<file path="src/rtl/sram_writer.sv">
// Streams a bounded run of words into an SRAM write port.
// Addresses wrap at DATA_DEPTH; abort drops the in-flight beat.
module sram_writer #(
  parameter int ADDR_WIDTH = 4,
  parameter int DATA_WIDTH = 8,
  parameter int DATA_DEPTH = 16
) (
  input  logic                  clkw,
  input  logic                  rst,
  input  logic                  start,
  input  logic [ADDR_WIDTH-1:0] base_addr,
  input  logic [ADDR_WIDTH:0]   len,
  input  logic                  abort,
  input  logic                  s_valid,
  input  logic [DATA_WIDTH-1:0] s_data,
  output logic                  s_ready,
  output logic                  busy,
  output logic                  done,
  output logic                  err,
  output logic [ADDR_WIDTH:0]   wr_count,
  output logic [ADDR_WIDTH-1:0] waddr,
  output logic [DATA_WIDTH-1:0] wdata,
  output logic                  we,
  output logic                  ce
);

  localparam logic [ADDR_WIDTH:0] DEPTH_W =
    (ADDR_WIDTH+1)'(DATA_DEPTH);
  localparam logic [ADDR_WIDTH-1:0] LAST_A =
    ADDR_WIDTH'(DATA_DEPTH - 1);
  localparam logic [ADDR_WIDTH:0] ONE_W =
    (ADDR_WIDTH+1)'(1);
  localparam logic [ADDR_WIDTH-1:0] ONE_A =
    ADDR_WIDTH'(1);

  typedef enum logic [1:0] {
    IDLE,
    WRITE,
    DONE
  } state_e;

  state_e                state_q, state_d;
  logic [ADDR_WIDTH-1:0] addr_q, addr_d;
  logic [ADDR_WIDTH:0]   rem_q, rem_d;
  logic [ADDR_WIDTH:0]   cnt_q, cnt_d;
  logic [ADDR_WIDTH-1:0] waddr_q, waddr_d;
  logic [DATA_WIDTH-1:0] wdata_q, wdata_d;
  logic                  we_q, we_d;
  logic                  done_q, done_d;
  logic                  err_q, err_d;
  logic                  legal;

  assign legal = (len != '0)
              && (len <= DEPTH_W)
              && ({1'b0, base_addr} < DEPTH_W);

  always_comb begin
    state_d = state_q;
    addr_d  = addr_q;
    rem_d   = rem_q;
    cnt_d   = cnt_q;
    waddr_d = waddr_q;
    wdata_d = wdata_q;
    we_d    = 1'b0;
    done_d  = 1'b0;
    err_d   = 1'b0;
    unique case (state_q)
      IDLE: begin
        if (start) begin
          if (legal) begin
            state_d = WRITE;
            addr_d  = base_addr;
            rem_d   = len;
            cnt_d   = '0;
          end else begin
            err_d = 1'b1;
          end
        end
      end
      WRITE: begin
        // abort wins over a beat handshaked in the same cycle
        if (abort) begin
          state_d = IDLE;
        end else if (s_valid) begin
          we_d    = 1'b1;
          waddr_d = addr_q;
          wdata_d = s_data;
          addr_d  = (addr_q == LAST_A) ? '0
                                       : addr_q + ONE_A;
          rem_d   = rem_q - ONE_W;
          cnt_d   = cnt_q + ONE_W;
          if (rem_q == ONE_W) begin
            state_d = DONE;
            done_d  = 1'b1;
          end
        end
      end
      DONE: begin
        state_d = IDLE;
      end
      default: begin
        state_d = IDLE;
      end
    endcase
  end

  always_ff @(posedge clkw) begin
    if (rst) begin
      state_q <= IDLE;
      addr_q  <= '0;
      rem_q   <= '0;
      cnt_q   <= '0;
      waddr_q <= '0;
      wdata_q <= '0;
      we_q    <= 1'b0;
      done_q  <= 1'b0;
      err_q   <= 1'b0;
    end else begin
      state_q <= state_d;
      addr_q  <= addr_d;
      rem_q   <= rem_d;
      cnt_q   <= cnt_d;
      waddr_q <= waddr_d;
      wdata_q <= wdata_d;
      we_q    <= we_d;
      done_q  <= done_d;
      err_q   <= err_d;
    end
  end

  assign s_ready  = (state_q == WRITE);
  assign busy     = (state_q != IDLE);
  assign done     = done_q;
  assign err      = err_q;
  assign wr_count = cnt_q;
  assign waddr    = waddr_q;
  assign wdata    = wdata_q;
  assign we       = we_q;
  assign ce       = we_q;

endmodule

</file>
<file path="config.mk">
export PLATFORM = sky130hd
export DESIGN_NAME = sram_writer
export DESIGN_NICKNAME = d
export VERILOG_FILES = /design/src/rtl/sram_writer.sv
export SDC_FILE = /design/constraint.sdc
export NUM_CORES = 1
export LEC_CHECK = 0
export CAP_MARGIN = 25
export CORE_MARGIN = 2
export CORE_UTILIZATION = 56
export CTS_CLUSTER_SIZE = 30
export DETAILED_ROUTE_END_ITERATION = 10
export DONT_BUFFER_PORTS = 1
export HOLD_SLACK_MARGIN = 0.03
export PLACE_DENSITY = 0.68
export SYNTH_ARGS = -nofsm -noshare
export SYNTH_HDL_FRONTEND = slang
export SYNTH_SLANG_ARGS = --single-unit
</file>
<file path="constraint.sdc">
create_clock -name clkw -period 4.3 [get_ports clkw]
set_clock_uncertainty 0.1 [all_clocks]
set_input_delay 1.075 -clock clkw [delete_from_list [all_inputs] [get_ports clkw]]
set_output_delay 1.075 -clock clkw [all_outputs]
set_load 0.02 [all_outputs]
</file>
* After elaboration in Yosys (flattened, before gate mapping)
Cells that the tools add are included.
** Cells by class
- Add/subtract/negate cells :: 3
- Bitwise operators :: 5
- $lt $le $gt $ge :: 1
- Equality and inequality tests :: 9
- Multiplexer cells :: 25
- Reduce and logical (&&, ||, !) cells :: 11
** Operator list (number)
- $mux 5 :: 8
- $mux 4 :: 5
- $pmux 5 s2 :: 2
- $mux 2 :: 5
- $ne 2x2->1 const B :: 4
- $pmux 4 s2 :: 1
- $reduce_or 3->1 :: 2
- $add 5x1->5 const B :: 1
- $eq 5x1->1 const B :: 1
- $le 5x5->1 const B :: 1
- $not 1->1 :: 5
- $reduce_and 5->1 :: 1
- $reduce_bool 5->1 :: 1
- $sub 5x1->5 const B :: 1
- $add 4x1->4 const B :: 1
- $eq 4x4->1 const B :: 1
- $pmux 2 s2 :: 1
- $reduce_and 4->1 :: 1
- $reduce_bool 2->1 :: 2
- $reduce_or 4->1 :: 1
- $mux 1 :: 3
- $ne 3x2->1 const B :: 1
- $ne 3x3->1 const B :: 1
- $reduce_and 3->1 :: 1
- 3 further kinds :: 3
** Storage, ports and cells
- Word-level logic and storage cells :: 63
- Register bits after elaboration :: 31
- Output and inout bits :: 23
- Bits of input ports :: 22

* Logic depth before layout (Yosys ltp)
Gate-level depths: netlist (run 1).
- Depth in word-level cells :: 5
- Mapped depth :: 6
- Depth with buffers taken out :: 5

* Least setup slack after synthesis (run 1)
No wires, ideal clock.
- Kind :: in2reg
- From :: in len[3]
- To :: reg addr_q[0]
- Setup time :: 0.136 ns
- Data arrival time :: 2.233 ns
- Stages on the path :: 4
- Data required time :: 4.064 ns
- Setup slack :: 1.832 ns
- Cell sequence :: nor4_4 mux2_4 a2111oi_0 nor3_1
** Between the ends
- Longest elaborated chain between the ends :: 4
- Elaborated cells between the ends (all ways) :: 5
** Ends and longest elaborated chain
- from (decl) :: line 12 : input logic [ADDR_WIDTH:0] len,
- $le 5x5->1 / $reduce_bool 5->1 (equally long branches) :: line 54, 53
- $logic_and 1x1->1 * :: line 54 : && (len <= DEPTH_W)
- $ne 2x2->1 (no line) *
- $reduce_and 5->1 (no line) *
- to (signal assigned) :: line 120 : addr_q <= addr_d;
- to (decl) :: line 43 : logic [ADDR_WIDTH-1:0] addr_q, addr_d;
Every way passes the cells marked *; elsewhere a longest branch is shown, timed or not.
A chain may end at the register's enable or synchronous reset.

* Worst setup path in the final report (run 1)
- From :: reg state_q[1]
- To :: out s_ready
** Between the ends
- Longest elaborated chain between the ends :: 1
** Ends and longest elaborated chain
- from (decl) :: line 42 : state_e state_q, state_d;
- from (signal assigned) :: line 119 : state_q <= state_d;
- $eq 2x1->1 :: line 131 : assign s_ready = (state_q == WRITE);
- to (decl) :: line 16 : output logic s_ready,
Every way passes these cells.

==> flow_summary.yaml, run 1 <==
critical_path:
  required_ps: 3120
  reg2reg_from: "state_q[1]"
  worst_ep_arrival_time_ps: 1830
  crit_path_top_delay_cell: "nand2b_1"
  path_class: "reg2out"
  critPathLaunchType: "flip-flop"
  slowest_delay_ps: 610
  path_cells: "nand2b_1 > inv_1"
  crit_fanout: 20
  cp-end-kind: "output port"
  startpoint: "state_q[1]"
floorplan:
  fp.dieW_um: 55.20
  io_pins: 45
  num_rows: 18
  die_y_um: 55.20
  start_util_pct: 59.24
  dieArea_um2: 3046
  design.core.area_um2: 2477
sta:
  fin_tns_setup_ps: 0
  slew_viol_final: 0
  worst_slew_pin_slew_ps: 707.0
  slew_headroom_pct: 52.87
  hold_violations: 0
  period_share_pct: 69.77
  max_freq_mhz: 333.3
  setup_violations: 0
  grt_setup_unrepaired: "false"
  whs_ps: 389.4
  period_needed_ps: 3000
  setup_slack_ps: 1300
power_and_ir_drop:
  internal_power_uw: 461.0
  sw_frac_of_total_pct: 24.92
  ir_worst_vdd_mv: 0.2786
  power_switching_uw: 153.0
  powerDensity_nw_per_um2: 392.6
  combPwrFrac_pct: 11.2
  leakage_uw: 0.0005317
  clockPowerShare_pct: 38.1
  power_frac_seq_pct: 50.7
cts:
  htreeDepth: 2
  post_cts_resize_count: 0
  cts.hold.buffers_added: 0
  clkTransAtPathRegs_ps: 90
  ctsLongestPathBuffers: 2
  cts_sinks: 31
  cts_made_buffers: 5
  cts_tree: "done"
  root_buffer: "clkbuf_4"
  cts_setup_buffers: 0
  clock_latency_ps: 320
flow_run:
  cap_violations: 0
grt:
  grt_pass1_vias: 1064
  antenna_found_initial: 0
  grt.overflow.total: 0
  grt_max_degree: 29
  grt_usage_pct: 21.54
  grt_pass1_wl_um: 4636
detailed_routing:
  ant_nets: 0
  wl_per_cell_um: 15.46
  viasPerCell: 6.222
  wl_um: 3061
  drt_iter0_markers: 34
  num_vias: 1232
  drt_pass1_iterations: 4
  drc: 0
min_path:
  worstHoldPathType: "reg2reg"
  min-delay-start: "rem_q[4]"
place:
  place_congestion: 0.8389
  numPortBuffers: 0
  place_area_um2: 1478
  post-place-ws_ps: 1662
  dp_hpwl_um: 2156
  dp_cells: 190
synthesis:
  yosysSeqAreaShare_pct: 42.28
  syn_inst: 169
  syn_avg_cell_area_um2: 8.684
  yosys_warnings: 0
  syn_nets: 195
  ys_ff_latch: 31
  synth.distinct_cells: 41
  synth_area_um2: 1468
final_layout:
  multi_input_area_um2: 793.3
  regArea_um2: 620.6
  drive_gt1_share_pct: 13.10
  final_nets: 193
  design_area_um2: 1564
  fill_cells: 239
  synthToLayoutAreaGrowth_pct: 6.564
  diodes: 0
  instances_no_fill: 198
outcome:
  status: "completed"
-- worst max-delay path: cells and delay by family, from the launching register on --
kind,cells,cell delay (ps)
buffers and inverters,1,430
flip-flops,1,460
AND/OR/NAND/NOR,1,610
-- layer usage --
layer | routed length, um | GRT usage (%) | vias up | part of all wire [%]
met2 | 1405 | 33.13 | 46 | 46
met3 | 256 | 10.48 | 2 | 8.4
met1 | 1378 | 25.66 | 575 | 45
met5 | 0 | 0 | - | 0
li1 | - | - | 609 | -
met4 | 21 | 8.537 | 0 | 0.69
-- power groups by stage --
stage | combinational [uW] | clock, uW | sequential, uW
2_1_floorplan | 60.8 | 0 | 315
3_3_place_gp | 67.6 | 0 | 317
3_5_place_dp | 68.6 | 0 | 318
4_1_cts | 68.9 | 239 | 311
5_1_grt | 77.7 | 251 | 313
6_report | 68.6 | 234 | 311
-- layout make-up --
cell class              instances  share of cell area (%)
well taps                      30                   2.400
clock inverters                 2                   2.240
clock buffers                   6                   3.280
flip-flops and latches         31                   39.68
inverters                       5                   1.200
multi-input cells             123                   50.72
repair buffers                  1                  0.4800
-- synthesized netlist by cell type, drive strengths merged --
cell,count,area (um^2)
dfxtp,31,620.6
nand2,30,115.1
a21oi,23,115.1
nor2,11,51.30
buf,7,38.78
a311oi,5,62.56
inv,5,18.77
o21ai,5,25.02
ha,4,50.05
nor3,4,20.02
o311ai,4,35.03
o31ai,4,30.03
a211oi,3,22.52
and3,3,18.77
clkbuf,3,11.26
nand3,3,15.01
nor3b,3,22.52
a2111oi,2,23.77
a41oi,2,17.52
nor4,2,27.53
o211ai,2,15.01
or2,2,12.51
a22oi,1,7.510
a31o,1,8.760
mux2,1,15.01
mux2i,1,10.01
nand2b,1,6.260
nand3b,1,7.510
nand4b,1,8.760
nor4bb,1,10.01
o21a,1,7.510
o32ai,1,8.760
xnor2,1,8.760
-- flip-flops by register name, indices dropped and copies added (netlist names) --
| signal | flops |
|---|---|
| wdata | 8 |
| rem_q | 5 |
| wr_count | 5 |
| addr_q | 4 |
| waddr | 4 |
| state_q | 2 |
| ce | 1 |
| done | 1 |
| err | 1 |
-- logic make-up after synthesis --
kind of cell	after synthesis	synth area share, %
simple gates	62	21.48
xor+xnor	1	0.5969
mux	2	1.705
compound gates	54	25.83
fa+ha+maj	4	3.410
buf+inv	15	4.688
flops	31	42.29
-- cell usage in the layout (no fill, tap or decap), types with 2 or more instances in the layout --
cell type  instances
o31ai_1            4
a21oi_1           23
nand3_1            3
a311oi_2           3
a41oi_1            2
a211oi_1           3
nor3b_1            3
nor3_1             4
o21ai_0            5
clkbuf_4           5
nand2_1           29
o211ai_1           2
inv_1              5
a311oi_1           2
nor2_1             9
o311ai_1           4
or2_2              2
ha_1               4
dfxtp_1           31
and3_1             3
-- per-stage QoR --
step	total power (uW)	utilization [%]
final	614.1	63.13
after global placement	384.6	59.65
after CTS	618.6	63.13
after detailed placement	386.2	59.65
after floorplan	375.4	-
after global routing	642.1	63.13
-- final timing paths --
kind / to / slack (ps) / depth (start not counted)
min reg2reg: rem_q[4] / 390 / 2
min: rem_q[4] / 390 / 2
max reg2reg: done / 1770 / 5
max: s_ready / 1300 / 2
No activity file was read; power rests on OpenSTA's default activity.
==> run 2: changes to the inputs <==
Clock period 4.3 ns to 3.15 ns, I/O delays scaled along.
==> run 2 against run 1 <==
  * Final cell count increased by 0.51%
  * Sequential power increased by 37%
  * Total power rose by 38%
  * Global-route usage grew 1.8 points
  * Clock power is 38% higher
  * Sequential share of layout area shrank 0.19 points
  * Critical endpoint unchanged
==> flow_summary.yaml, run 2 (same netlist as run 1, synthesis figures left out) <==
outcome:
  status: "completed"
critical_path:
  crit_fanout: 11
  slowest_delay_ps: 390
  critPathBufInv: 1
  cp-end-kind: "output port"
  critPathLaunchType: "flip-flop"
  crit_path_top_delay_cell: "inv_1"
  worst_ep_arrival_time_ps: 1280
  path_class: "reg2out"
  path_cells: "nand2b_1 > inv_1"
  required_ps: 2260
  crit_family: "buffers and inverters"
sta:
  period_share_pct: 68.71
  max_freq_mhz: 462.0
  hold_violations: 0
  grt_setup_unrepaired: "false"
  period_needed_ps: 2164
  fin_tns_setup_ps: 0
  slew_headroom_pct: 62.51
  setup_violations: 0
  worst_slew_pin_slew_ps: 561.1
  slew_viol_final: 0
detailed_routing:
  drt_iter0_markers: 26
  viasPerCell: 6.357
  wl_per_cell_um: 16.31
  drc: 0
  drt_pass1_iterations: 4
  ant_nets: 0
  wl_um: 3245
  num_vias: 1265
place:
  numPortBuffers: 0
  place_congestion: 0.8144
  dp_hpwl_um: 2250
cts:
  root_buffer: "clkbuf_4"
  ctsLongestPathBuffers: 2
  cts_tree: "done"
  cts_sinks: 31
  cts_setup_buffers: 0
  clkTransAtPathRegs_ps: 110
  htreeDepth: 2
  cts.hold.buffers_added: 0
  clock_latency_ps: 340
  cts_made_buffers: 5
  post_cts_resize_count: 0
power_and_ir_drop:
  ir_worst_vdd_mv: 0.3811
  leakage_uw: 0.0005360
  powerDensity_nw_per_um2: 538.5
grt:
  grt_pass1_vias: 1101
  grt_usage_pct: 23.32
  antenna_found_initial: 0
  grt_max_degree: 29
  grt_pass1_wl_um: 4933
  grt.overflow.total: 0
floorplan:
  design.core.area_um2: 2477
  io_pins: 45
  fp.dieW_um: 55.20
  num_rows: 18
  die_y_um: 55.20
  start_util_pct: 59.24
  dieArea_um2: 3046
final_layout:
  largest_register_ffs: 8
  regArea_um2: 620.6
  diodes: 0
  fill_cells: 240
  drive_gt1_share_pct: 13.61
  synthToLayoutAreaGrowth_pct: 7.076
  final_nets: 194
  layout_commonest_cell: "dfxtp_1"
  finalCoreUtilization_pct: 63.43
  multi_input_area_um2: 793.3
  mostFrequentLayoutCells: "dfxtp_1, nand2_1, a21oi_1, nor2_1"
flow_run:
  cap_violations: 0
min_path:
  worstHoldPathType: "in2reg"
run 2: power by group:
part	switching [uW]	internal (uW)
Combinational	60.9	36.8
Sequential	18.7	406
Clock	136	187
run 2: metrics by stage:
stage	total power (uW)	hold slack, ps	setup WS, ps	cell area [um^2]	cells
floorplan	512.5	355.7	969.1	1468	169
detailed placement	530.3	393.3	797.1	1485	191
global route	883.5	378.6	876.5	1572	199
CTS	851.5	395.2	975.5	1572	199
global placement	528.0	370.1	888.6	1485	191
finish	846.3	405.7	985.6	1572	199
run 2: layer usage:
metal  track usage [%]  routed length (um)  vias to the layer above
met4             9.756                  47                        0
met1             28.93                1403                      594
met2             35.12                1499                       51
met5                 0                   0                        -
met3             10.22                 295                        5
li1                  -                   -                      615
run 2: final cells by class:
cell class | instances | area share (%)
clock buffer | 6 | 3.264
clock inverter | 2 | 2.229
multi-input combinational | 123 | 50.48
timing repair buffer | 2 | 0.9554
inverter | 5 | 1.194
sequential | 31 | 39.49
tap | 30 | 2.389
run 2: path summary, 6_finish.rpt:
kind / startpoint / to / slack, ps / cells after the start
setup / recovery: state_q[1] / s_ready / 990 / 2
hold / removal: rst / waddr[0] / 410 / 1
hold reg to reg: rem_q[4] / rem_q[4] / 410 / 2
setup reg to reg: state_q[1] / done / 1190 / 5
run 2: worst reg2reg max path, stage by stage (launching register included):
cell	delay (ps)
dfxtp_1	380
nand2b_1	180
inv_1	390
nand3b_1	450
nor2_1	230
and3_1	170
==> run 3: changes to the inputs <==
Settings changed: CORE_UTILIZATION 56 to 55, PLACE_DENSITY 0.68 to 0.7.
Clock period 3.15 ns to 1.95 ns, I/O delays scaled along.
==> run 3 against run 2 <==
  * Worst setup slack lost 820 ps
  * Clock power grew 19%
  * Sequential share of layout area shrank 0.60 points
  * Die area grew 1.7%
  * Wire length grew 8.1%
  * Global-route usage shrank 0.051 points
  * Via count grew 3.0%
  * Combinational power grew 73%
  * Cell area grew 1.8%
  * Register-to-register slack lost 1000 ps
  * Non-clock buffer count grew 6
  * Core utilization grew 0.53 points
  * Critical path type is now reg2reg
  * Critical endpoint is now rem_q[3]
  * Highest routed layer unchanged
==> flow_summary.yaml, run 3 (same netlist as run 1, synthesis figures left out) <==
critical_path:
  crit_fanout: 7
  path_cells: "nor4bb_4 > buf_4 > or2_2 > nand2_2 > o31ai_1"
  worst_ep_arrival_time_ps: 1930
  path_class: "reg2reg"
  required_ps: 2090
  cp-end-kind: "flip-flop"
  critPathLaunchType: "flip-flop"
  crit_path_top_delay_cell: "dfxtp_1"
  rrSetupSlack_ps: 160
  slowest_delay_ps: 470
sta:
  slew_headroom_pct: 66.48
  slew_viol_final: 0
  period_share_pct: 91.59
  setup_violations: 0
  period_needed_ps: 1786
  whs_ps: 105.5
  hold_violations: 0
  fin_tns_setup_ps: 0
  grt_setup_unrepaired: "false"
  max_freq_mhz: 559.9
  worst_slew_pin_slew_ps: 502.3
final_layout:
  design_area_um2: 1599
  layout_commonest_cell: "dfxtp_1"
  fill_cells: 236
  instances_no_fill: 205
  final_nets: 201
  largest_register_ffs: 8
  mostFrequentLayoutCells: "dfxtp_1, nand2_1, a21oi_1, nor2_1, buf_4"
  diodes: 0
  finalCoreUtilization_pct: 63.96
  multi_input_area_um2: 795.8
  drive_gt1_share_pct: 18.29
  regArea_um2: 621.8
  synthToLayoutAreaGrowth_pct: 8.951
floorplan:
  start_util_pct: 58.71
  io_pins: 45
  fp.dieW_um: 55.66
  dieArea_um2: 3097
  design.core.area_um2: 2500
  num_rows: 18
  die_y_um: 55.66
detailed_routing:
  drc: 0
  wl_per_cell_um: 17.11
  viasPerCell: 6.356
  wl_um: 3508
  num_vias: 1303
  ant_nets: 0
  drt_pass1_iterations: 4
  drt_iter0_markers: 43
cts:
  ctsLongestPathBuffers: 2
  cts_made_buffers: 5
  clock_latency_ps: 330
  cts_sinks: 31
  clkTransAtPathRegs_ps: 100
  cts.hold.buffers_added: 0
  cts_tree: "done"
  htreeDepth: 2
  root_buffer: "clkbuf_4"
min_path:
  worstHoldPathType: "in2reg"
power_and_ir_drop:
  sw_frac_of_total_pct: 28.39
  power_frac_seq_pct: 55.3
  powerDensity_nw_per_um2: 775.8
  combPwrFrac_pct: 13.6
  clockPowerShare_pct: 31.0
  leakage_uw: 0.0005444
  internal_power_uw: 888.3
  power_switching_uw: 352.2
  ir_worst_vdd_mv: 0.6680
place:
  dp_cells: 197
  numPortBuffers: 0
  place_area_um2: 1530
  place_congestion: 0.8408
  dp_hpwl_um: 2457
outcome:
  status: "completed"
grt:
  grt.overflow.total: 0
  grt_pass1_wl_um: 5637
  grt_max_degree: 29
  grt_pass1_vias: 1262
  grt_usage_pct: 23.27
  antenna_found_initial: 0
flow_run:
  cap_violations: 0
[run 3: changes by cell type in the layout (fill, tap and decap cells not counted), sizes merged]
cell | previous run | this run
inv | 5 | 4
buf | 2 | 8
clkinvlp | 0 | 2
bufinv | 1 | 0
[run 3: power groups by stage]
stage,Combinational [uW],Clock [uW],Sequential (uW)
after floorplan,134,0,694
after global placement,158,0,700
after detailed placement,164,0,701
after CTS,164,394,686
after global routing,186,419,690
final,169,385,687
[run 3: final timing paths]
check	cells past startpoint	endpoint	start
worst max-delay path	5	rem_q[3]	state_q[0]
worst min-delay path	1	rem_q[1]	rst
worst max register to register	5	rem_q[3]	state_q[0]
worst min register to register	2	rem_q[4]	rem_q[4]
[run 3: through the flow]
stage                     setup WS, ps  total power [uW]
after global placement           78.72             857.6
after global routing             43.67              1295
after floorplan                  69.06             827.9
after CTS                        53.93              1243
after detailed placement         18.98             864.1
final                            164.1              1240
[run 3: metal layers]
metal	vias to the layer above	global-route usage, %	wire, um
met5	-	0	0
met4	0	9.059	25
met3	4	9.302	269
met2	43	36.73	1716
met1	625	28.38	1497
li1	631	-	-
[run 3: what timing repair did]
item	CTS	global route
resized for setup	0	3
endpoints found under the setup margin	0	1
buffers inserted	0	0
[run 3: layout make-up]
cell class / count / share of cell area [%]
inverter: 5 / 1.408
clock inverter: 1 / 0.3130
multi-input combinational: 123 / 49.77
sequential: 31 / 38.89
tap: 30 / 2.347
clock buffer: 6 / 3.208
timing repair buffer: 8 / 3.756
timing repair inverter: 1 / 0.3130
[run 3: worst max-delay path, delay by kind of cell (launching register included)]
kind,cells,cell delay [ps]
simple gates,3,620
flops,1,470
compound gates,1,280
buf+inv,1,220
